`src/rtl/slreq_fifo.sv`:
```
// -----------------------------------------------------------------------------
// slreq_fifo
//   Single-bit FIFO feeding a downstream set-latch through a four-phase
//   req/ack handshake. Each queued bit is presented on d while req is high;
//   the downstream acknowledges, req drops, and the next bit is only offered
//   once ack has returned low.
//
// Parameters
//   DEPTH    queue depth in entries (power of two, 2..16)
//
// Ports
//   clk      in   sole clock, rising edge
//   res_n    in   asynchronous active-low reset
//   wr       in   write strobe, one bit enqueued per sampled-high cycle
//   wd       in   data bit enqueued with wr
//   req      out  four-phase request to downstream
//   d        out  data presented with req
//   ack      in   four-phase acknowledge from downstream
//   full     out  queue holds DEPTH entries
//   empty    out  queue holds zero entries
//   level    out  current entry count
//   ovf      out  sticky overflow flag
//   ovf_clr  in   synchronous clear of ovf
// -----------------------------------------------------------------------------
module slreq_fifo #(
    parameter int DEPTH = 4
) (
    input  logic                   clk,
    input  logic                   res_n,
    input  logic                   wr,
    input  logic                   wd,
    output logic                   req,
    output logic                   d,
    input  logic                   ack,
    output logic                   full,
    output logic                   empty,
    output logic [$clog2(DEPTH):0] level,
    output logic                   ovf,
    input  logic                   ovf_clr
);

    localparam int             AW       = $clog2(DEPTH);
    localparam logic [AW:0]    LVL_FULL = (AW+1)'(DEPTH);
    localparam logic [AW:0]    LVL_ONE  = 1;
    localparam logic [AW-1:0]  PTR_ONE  = 1;

    typedef enum logic [1:0] {
        IDLE = 2'd0,
        REQ  = 2'd1,
        REL  = 2'd2
    } state_t;

    state_t           r_state;
    state_t           w_state_nxt;
    logic             r_req;
    logic             w_req_nxt;
    logic             r_d;
    logic             w_d_nxt;
    logic [DEPTH-1:0] r_mem;
    logic [AW-1:0]    r_wptr;
    logic [AW-1:0]    r_rptr;
    logic [AW:0]      r_level;
    logic [AW:0]      w_level_nxt;
    logic             r_ovf;

    logic             w_full;
    logic             w_empty;
    logic             w_pop;
    logic             w_push;
    logic             w_ovf_evt;

    // Status flags come only from the registered level.
    assign w_full  = (r_level == LVL_FULL);
    assign w_empty = (r_level == '0);

    // A full queue still accepts a write when the head leaves on the same
    // edge; the write lands in the slot being vacated.
    assign w_push    = wr & (~w_full | w_pop);
    assign w_ovf_evt = wr & w_full & ~w_pop;

    // Handshake next-state; the head is popped on the edge that raises req.
    always_comb begin
        w_state_nxt = r_state;
        w_req_nxt   = r_req;
        w_d_nxt     = r_d;
        w_pop       = 1'b0;
        case (r_state)
            IDLE: begin
                if (!w_empty) begin
                    w_state_nxt = REQ;
                    w_req_nxt   = 1'b1;
                    w_d_nxt     = r_mem[r_rptr];
                    w_pop       = 1'b1;
                end
            end
            REQ: begin
                if (ack) begin
                    w_state_nxt = REL;
                    w_req_nxt   = 1'b0;
                end
            end
            REL: begin
                // A stuck-high ack simply parks the FSM here.
                if (!ack) begin
                    w_state_nxt = IDLE;
                end
            end
            default: begin
                w_state_nxt = IDLE;
                w_req_nxt   = 1'b0;
            end
        endcase
    end

    always_comb begin
        w_level_nxt = r_level;
        case ({w_push, w_pop})
            2'b10:   w_level_nxt = r_level + LVL_ONE;
            2'b01:   w_level_nxt = r_level - LVL_ONE;
            default: w_level_nxt = r_level;
        endcase
    end

    always_ff @(posedge clk or negedge res_n) begin
        if (!res_n) begin
            r_state <= IDLE;
            r_req   <= 1'b0;
            r_d     <= 1'b0;
            r_wptr  <= '0;
            r_rptr  <= '0;
            r_level <= '0;
            r_ovf   <= 1'b0;
        end else begin
            r_state <= w_state_nxt;
            r_req   <= w_req_nxt;
            r_d     <= w_d_nxt;
            r_level <= w_level_nxt;
            if (w_push) begin
                r_wptr <= r_wptr + PTR_ONE;
            end
            if (w_pop) begin
                r_rptr <= r_rptr + PTR_ONE;
            end
            // Overflow set takes priority over a simultaneous clear.
            if (w_ovf_evt) begin
                r_ovf <= 1'b1;
            end else if (ovf_clr) begin
                r_ovf <= 1'b0;
            end
        end
    end

    // Storage needs no reset: pointers and level define what is valid.
    always_ff @(posedge clk) begin
        if (w_push) begin
            r_mem[r_wptr] <= wd;
        end
    end

    assign req   = r_req;
    assign d     = r_d;
    assign full  = w_full;
    assign empty = w_empty;
    assign level = r_level;
    assign ovf   = r_ovf;

endmodule

```
`config.mk`:
```
export PLATFORM = sky130hd
export DESIGN_NAME = slreq_fifo
export DESIGN_NICKNAME = d
export VERILOG_FILES = /design/src/rtl/slreq_fifo.sv
export SDC_FILE = /design/constraint.sdc
export NUM_CORES = 1
export LEC_CHECK = 0
export ABC_CLOCK_PERIOD_IN_PS = 2800
export CORE_MARGIN = 4
export CORE_UTILIZATION = 39
export CTS_CLUSTER_DIAMETER = 120
export CTS_CLUSTER_SIZE = 14
export DETAILED_ROUTE_END_ITERATION = 6
export HOLD_SLACK_MARGIN = 0.12
export SYNTH_ARGS = -nofsm -noshare
export SYNTH_HDL_FRONTEND = slang
export SYNTH_SLANG_ARGS = --single-unit
```
`constraint.sdc`:
```
create_clock -name clk -period 2.8 [get_ports clk]
set_input_delay 0.56 -clock clk [delete_from_list [all_inputs] [get_ports clk]]
set_output_delay 0.56 -clock clk [all_outputs]
set_load 0.03 [all_outputs]
```
# Yosys cells after proc, flatten, opt, wreduce, memory -nomap -nowiden
# Index checks and enable logic that the tools add are counted.
dict set report totals {
  reg_bits 16
  inputBits 6
  output_inout_bits 8
  elab_cells 56
}
dict set report classes {
  n_addsub 4
  order_cmp 3
  n_eq_ne 8
  n_mux 17
  n_bitwise 8
  reduce_logical 8
}
# op n
set op_table {}
lappend op_table {{$mux 1} 8}
lappend op_table {{$lt 2x3->1 const B} 2}
lappend op_table {{$mux 2} 3}
lappend op_table {{$ne 2x2->1 const B} 3}
lappend op_table {{$pmux 2 s3} 1}
lappend op_table {{$pmux 3 s2} 1}
lappend op_table {{$reduce_and 3->1} 2}
lappend op_table {{$add 2x1->2 const B} 2}
lappend op_table {{$bwmux 4} 1}
lappend op_table {{$eq 2x1->1 const B} 2}
lappend op_table {{$eq 2x2->1 const B} 2}
lappend op_table {{$not 1->1} 4}
lappend op_table {{$reduce_bool 2->1} 2}
lappend op_table {{$add 3x1->3 const B} 1}
lappend op_table {{$and 1x1->1} 3}
lappend op_table {{$eq 3x3->1 const B} 1}
lappend op_table {{$logic_not 3->1} 1}
lappend op_table {{$pmux 1 s3} 1}
lappend op_table {{$sub 3x1->3 const B} 1}
lappend op_table {{$bmux 1 s2} 1}
lappend op_table {{$demux 1 s2} 1}
lappend op_table {{$ge 2x1->1 const B} 1}
lappend op_table {{$logic_not 2->1} 1}
lappend op_table {{$reduce_and 2->1} 1}
lappend op_table {{other kinds (2)} 2}

# Depth between registers and ports, before layout
dict set report depth {
  depth_word 7
  mapped_depth 7
}

# Worst setup path after synthesis
# No wires, ideal clock.
dict set report synth_path {
  path_kind {reg-to-reg}
  from {register r_level[0], in the netlist level[0]}
  to {register r_level[2], in the netlist level[2]}
  setup_ns 0.147
  arrival_time_ns 1.981
  slack_ns 0.673
  stages_incl_launch_ff 8
  path_buffers 1
  synth_period_minus_slack_ns 2.127
  path_cell_list {dfrtp_1 > or3_1 > buf_6 > nand3_1 > fa_1 > or4b_1 > o211ai_1 > o221ai_1}
}
dict set report synth_via {
  elab_chain_cells 7
}
# element line
set synth_rtl {}
lappend synth_rtl {{start, declared} 62} ;# logic [AW:0] r_level;
lappend synth_rtl {{start signal, assigned} 137} ;# r_level <= w_level_nxt;
lappend synth_rtl {{$logic_not 3->1} 74} ;# assign w_empty = (r_level == '0);
lappend synth_rtl {{$mux 1} 89} ;# if (!w_empty) begin
lappend synth_rtl {{$mux 1} 87} ;# case (r_state)
lappend synth_rtl {{$or 1x1->1} 78} ;# assign w_push = wr & (~w_full | w_pop);
lappend synth_rtl {{$and 1x1->1} 78}
lappend synth_rtl {{$eq 2x1->1 or $eq 2x2->1 (tied branches)} 117} ;# case ({w_push, w_pop})
lappend synth_rtl {{$pmux 3 s2 or $reduce_bool 2->1 (tied branches)} --}
# Several ways; a longest one is shown, not always the timed one.
# A chain may end at the register's enable or synchronous reset.

# Worst setup path in the final report
dict set report layout_path {
  from {register r_level[0], in the netlist level[0]}
  to {output port empty}
}
dict set report layout_via {
  elab_chain_cells 1
}
# element line
set layout_rtl {}
lappend layout_rtl {{$logic_not 3->1} 74}
lappend layout_rtl {{end, declared} 36} ;# output logic empty,
# Every way passes these cells.

==> impl_metrics.py <==
metrics = {
    "global_routing": {
        "grt_max_degree": 13,
        "gr-usage-all-layers": 0.117,
        "grt.overflow.total": 0,
        "grt_pass1_vias": 630,
        "antenna_found_initial": 0,
        "grt_pass1_wl_um": 2850,
    },
    "cells_and_area": {
        "final_cell_mix": "clkdlybuf4s50_1 (13), dfrtp_1 (12), inv_1 (8)",
        "drive_gt1_frac": 0.105,
        "area.growth.synth_to_final_pct": 19.3,
        "nets": 107,
        "num_antenna_cells": 0,
        "nFillCells": 219,
        "layout_commonest_cell": "clkdlybuf4s50_1",
    },
    "sta": {
        "hold_violations": 0,
        "maxSlewViolCount": 0,
        "setup_violations": 0,
        "fmax_mhz": 380,
        "worst_slew_pin_slew_ns": 0.571,
        "min_period_ns": 2.63,
        "tns_ns": 0,
        "maxSlewHeadroom": 0.618,
        "rsz0062_at_grt": "no",
        "clock_skew_ns": 0.00192,
        "worst_slack_ns": 0.166,
        "post-route-period-util": 0.941,
    },
    "pwr": {
        "power_leakage_nw": 0.433,
        "max-vdd-ir-drop_mv": 0.537,
        "switching_share": 0.444,
        "power.density_nw_per_um2": 1180,
        "seqPwrFrac": 0.367,
        "p_sw_mw": 0.561,
        "clkPwrFrac": 0.100,
        "combPwrFrac": 0.533,
        "intPower_mw": 0.701,
    },
    "clock_network": {
        "cts_buffers": 3,
        "cts_max_level": 1,
        "cts_root_buf": "clkbuf_4",
        "cts_resized": 0,
        "clk_path_buf_depth": 2,
        "hold_buffers": 0,
        "clock-sinks": 16,
        "clk_pin_slew_ns": 0.10,
        "insertion_delay_ns": 0.29,
        "cts_tree": "built",
        "post-cts-setup-buffer-count": 0,
    },
    "setup_path": {
        "r2r_cells": 6,
        "slowest_delay_ns": 0.66,
        "critical_path.endpoint_type": "output pin",
        "crit_type": "flip-flop to output pin",
        "required_ns": 2.24,
        "crit_slowest_cell": "clkdlybuf4s50_1",
        "crit_buf_inv": 2,
        "crit_path_start_kind": "flip-flop",
        "critPathMaxFanout": 9,
        "crit_family": "buffers and inverters",
        "cp.arrival_ns": 2.07,
        "path_cells": "or3_1 > clkinv_4 > clkdlybuf4s50_1",
        "path_depth": 3,
    },
    "die": {
        "num_rows": 17,
        "die_width_um": 56.0,
        "die_area_um2": 3140,
        "core_area_um2": 2210,
        "initial_utilization": 0.407,
        "ios": 14,
        "fp.dieH_um": 56.0,
    },
    "synthesis": {
        "synth-simple-area-share": 0.159,
        "synth_xor_area_frac": 0.0487,
        "synthAdderAreaFrac": 0.0779,
        "synth.mux.area_fraction": 0.0501,
        "netlist_area_um2": 900,
        "avgSynthCellArea_um2": 11.1,
        "synth_top_family_by_area": "simple AND/OR/NAND/NOR gates",
        "synth-compound-area-share": 0.127,
        "netlist_instances": 81,
        "ys_types": 35,
        "ys_seq_elements": 16,
        "synth_nets": 92,
        "ys_seq_area_frac": 0.467,
        "ys_warn_count": 0,
    },
    "run": {
        "maxCapViolCount": 0,
    },
    "detailed_routing": {
        "wl_per_cell_um": 12.9,
        "via_per_inst": 5.09,
        "drt-total-wl_um": 1590,
        "vias": 626,
        "drtIter0Drc": 9,
        "firstDrtPassIters": 4,
        "ant_nets": 0,
        "drc": 0,
    },
    "placed_design": {
        "gp_congestion": 0.855,
        "hpwl_um": 1180,
        "place_worst_setup_slack_ns": 0.485,
        "port_buffers": 13,
    },
    "run_status": {
        "status": "complete, no violations",
    },
    "hold_path": {
        "hold_depth": 1,
        "hp-class": "flip-flop to flip-flop",
    },
}
state kept, by name, summed over array words and instances, names as in the netlist:
name	count
req	1
r_wptr	2
d	1
r_rptr	2
ovf	1
level	3
r_mem	4
r_state	2
synth_stat cells, drive strengths merged:
cell type / number / area (um2)
mux4: 1 / 22.5
o221ai: 1 / 8.76
or4b: 1 / 10.0
buf: 3 / 21.3
inv: 8 / 30.0
and2: 5 / 31.3
nor3b: 1 / 12.5
o31ai: 1 / 7.51
nand2: 3 / 13.8
or3: 2 / 12.5
a21oi: 4 / 31.3
edfxtp: 4 / 120
ha: 4 / 50.1
a211oi: 3 / 22.5
o21ai: 4 / 20.0
o22a: 1 / 8.76
nor2: 3 / 13.8
nor3: 1 / 5.00
o211ai: 2 / 15.0
nand3: 4 / 20.0
mux2: 2 / 22.5
xor2: 2 / 17.5
clkbuf: 1 / 3.75
nand2b: 1 / 6.26
xnor2: 3 / 26.3
or2: 1 / 6.26
nand4bb: 1 / 11.3
dfrtp: 12 / 300
fa: 1 / 20.0
clkinv: 1 / 8.76
power by group through the flow:
stage          sequential, mW  clock, mW  combinational, mW
3_5_place_dp            0.469          0              0.675
3_3_place_gp            0.465          0              0.672
5_1_grt                 0.480      0.144              0.749
4_1_cts                 0.463      0.132              0.680
6_report                0.463      0.127              0.673
2_1_floorplan           0.499          0              0.456
per-layer routing:
layer,GRT usage,up-vias,wire length [um]
li1,-,308,-
met1,0.148,301,750
met2,0.169,13,709
met3,0.0394,4,90
met4,0.0746,0,35
met5,0,-,0
final timing paths:
kind                           start         to  slack [ns]
setup reg to reg            level[0]   level[2]        0.57
hold / removal             r_rptr[1]  r_rptr[1]        0.50
max in group asynchronous      res_n   level[0]        1.80
setup / recovery            level[0]      empty        0.17
min in group asynchronous      res_n          d        0.63
hold reg to reg            r_rptr[1]  r_rptr[1]        0.50
per-stage QoR:
step / power, mW / hold WS, ns / area (um2) / util / instances
2_1_floorplan: 0.955 / 0.264 / 900 / - / 81
3_3_place_gp: 1.14 / 0.475 / 1050 / 0.473 / 119
3_5_place_dp: 1.14 / 0.488 / 1050 / 0.473 / 119
4_1_cts: 1.27 / 0.504 / 1070 / 0.485 / 123
5_1_grt: 1.37 / 0.526 / 1070 / 0.485 / 123
6_report: 1.26 / 0.501 / 1070 / 0.485 / 123
logic make-up (layout without fill, tap and decap cells):
logic type,Yosys count,after routing
compound gates,16,16
xor+xnor,5,5
fa+ha+maj,5,5
buf+inv,13,27
flops,16,16
mux,3,3
simple gates,23,23
area by class of cell:
class,count,area [um2],area share
repair buffers,14,138,0.128
well taps,28,35.0,0.0326
inverters,9,38.8,0.0361
flip-flops and latches,16,420,0.392
clock inverters,1,3.75,0.00350
multi-input cells,52,415,0.387
clock buffers,3,22.5,0.0210
No activity file was read; power rests on OpenSTA's default activity.
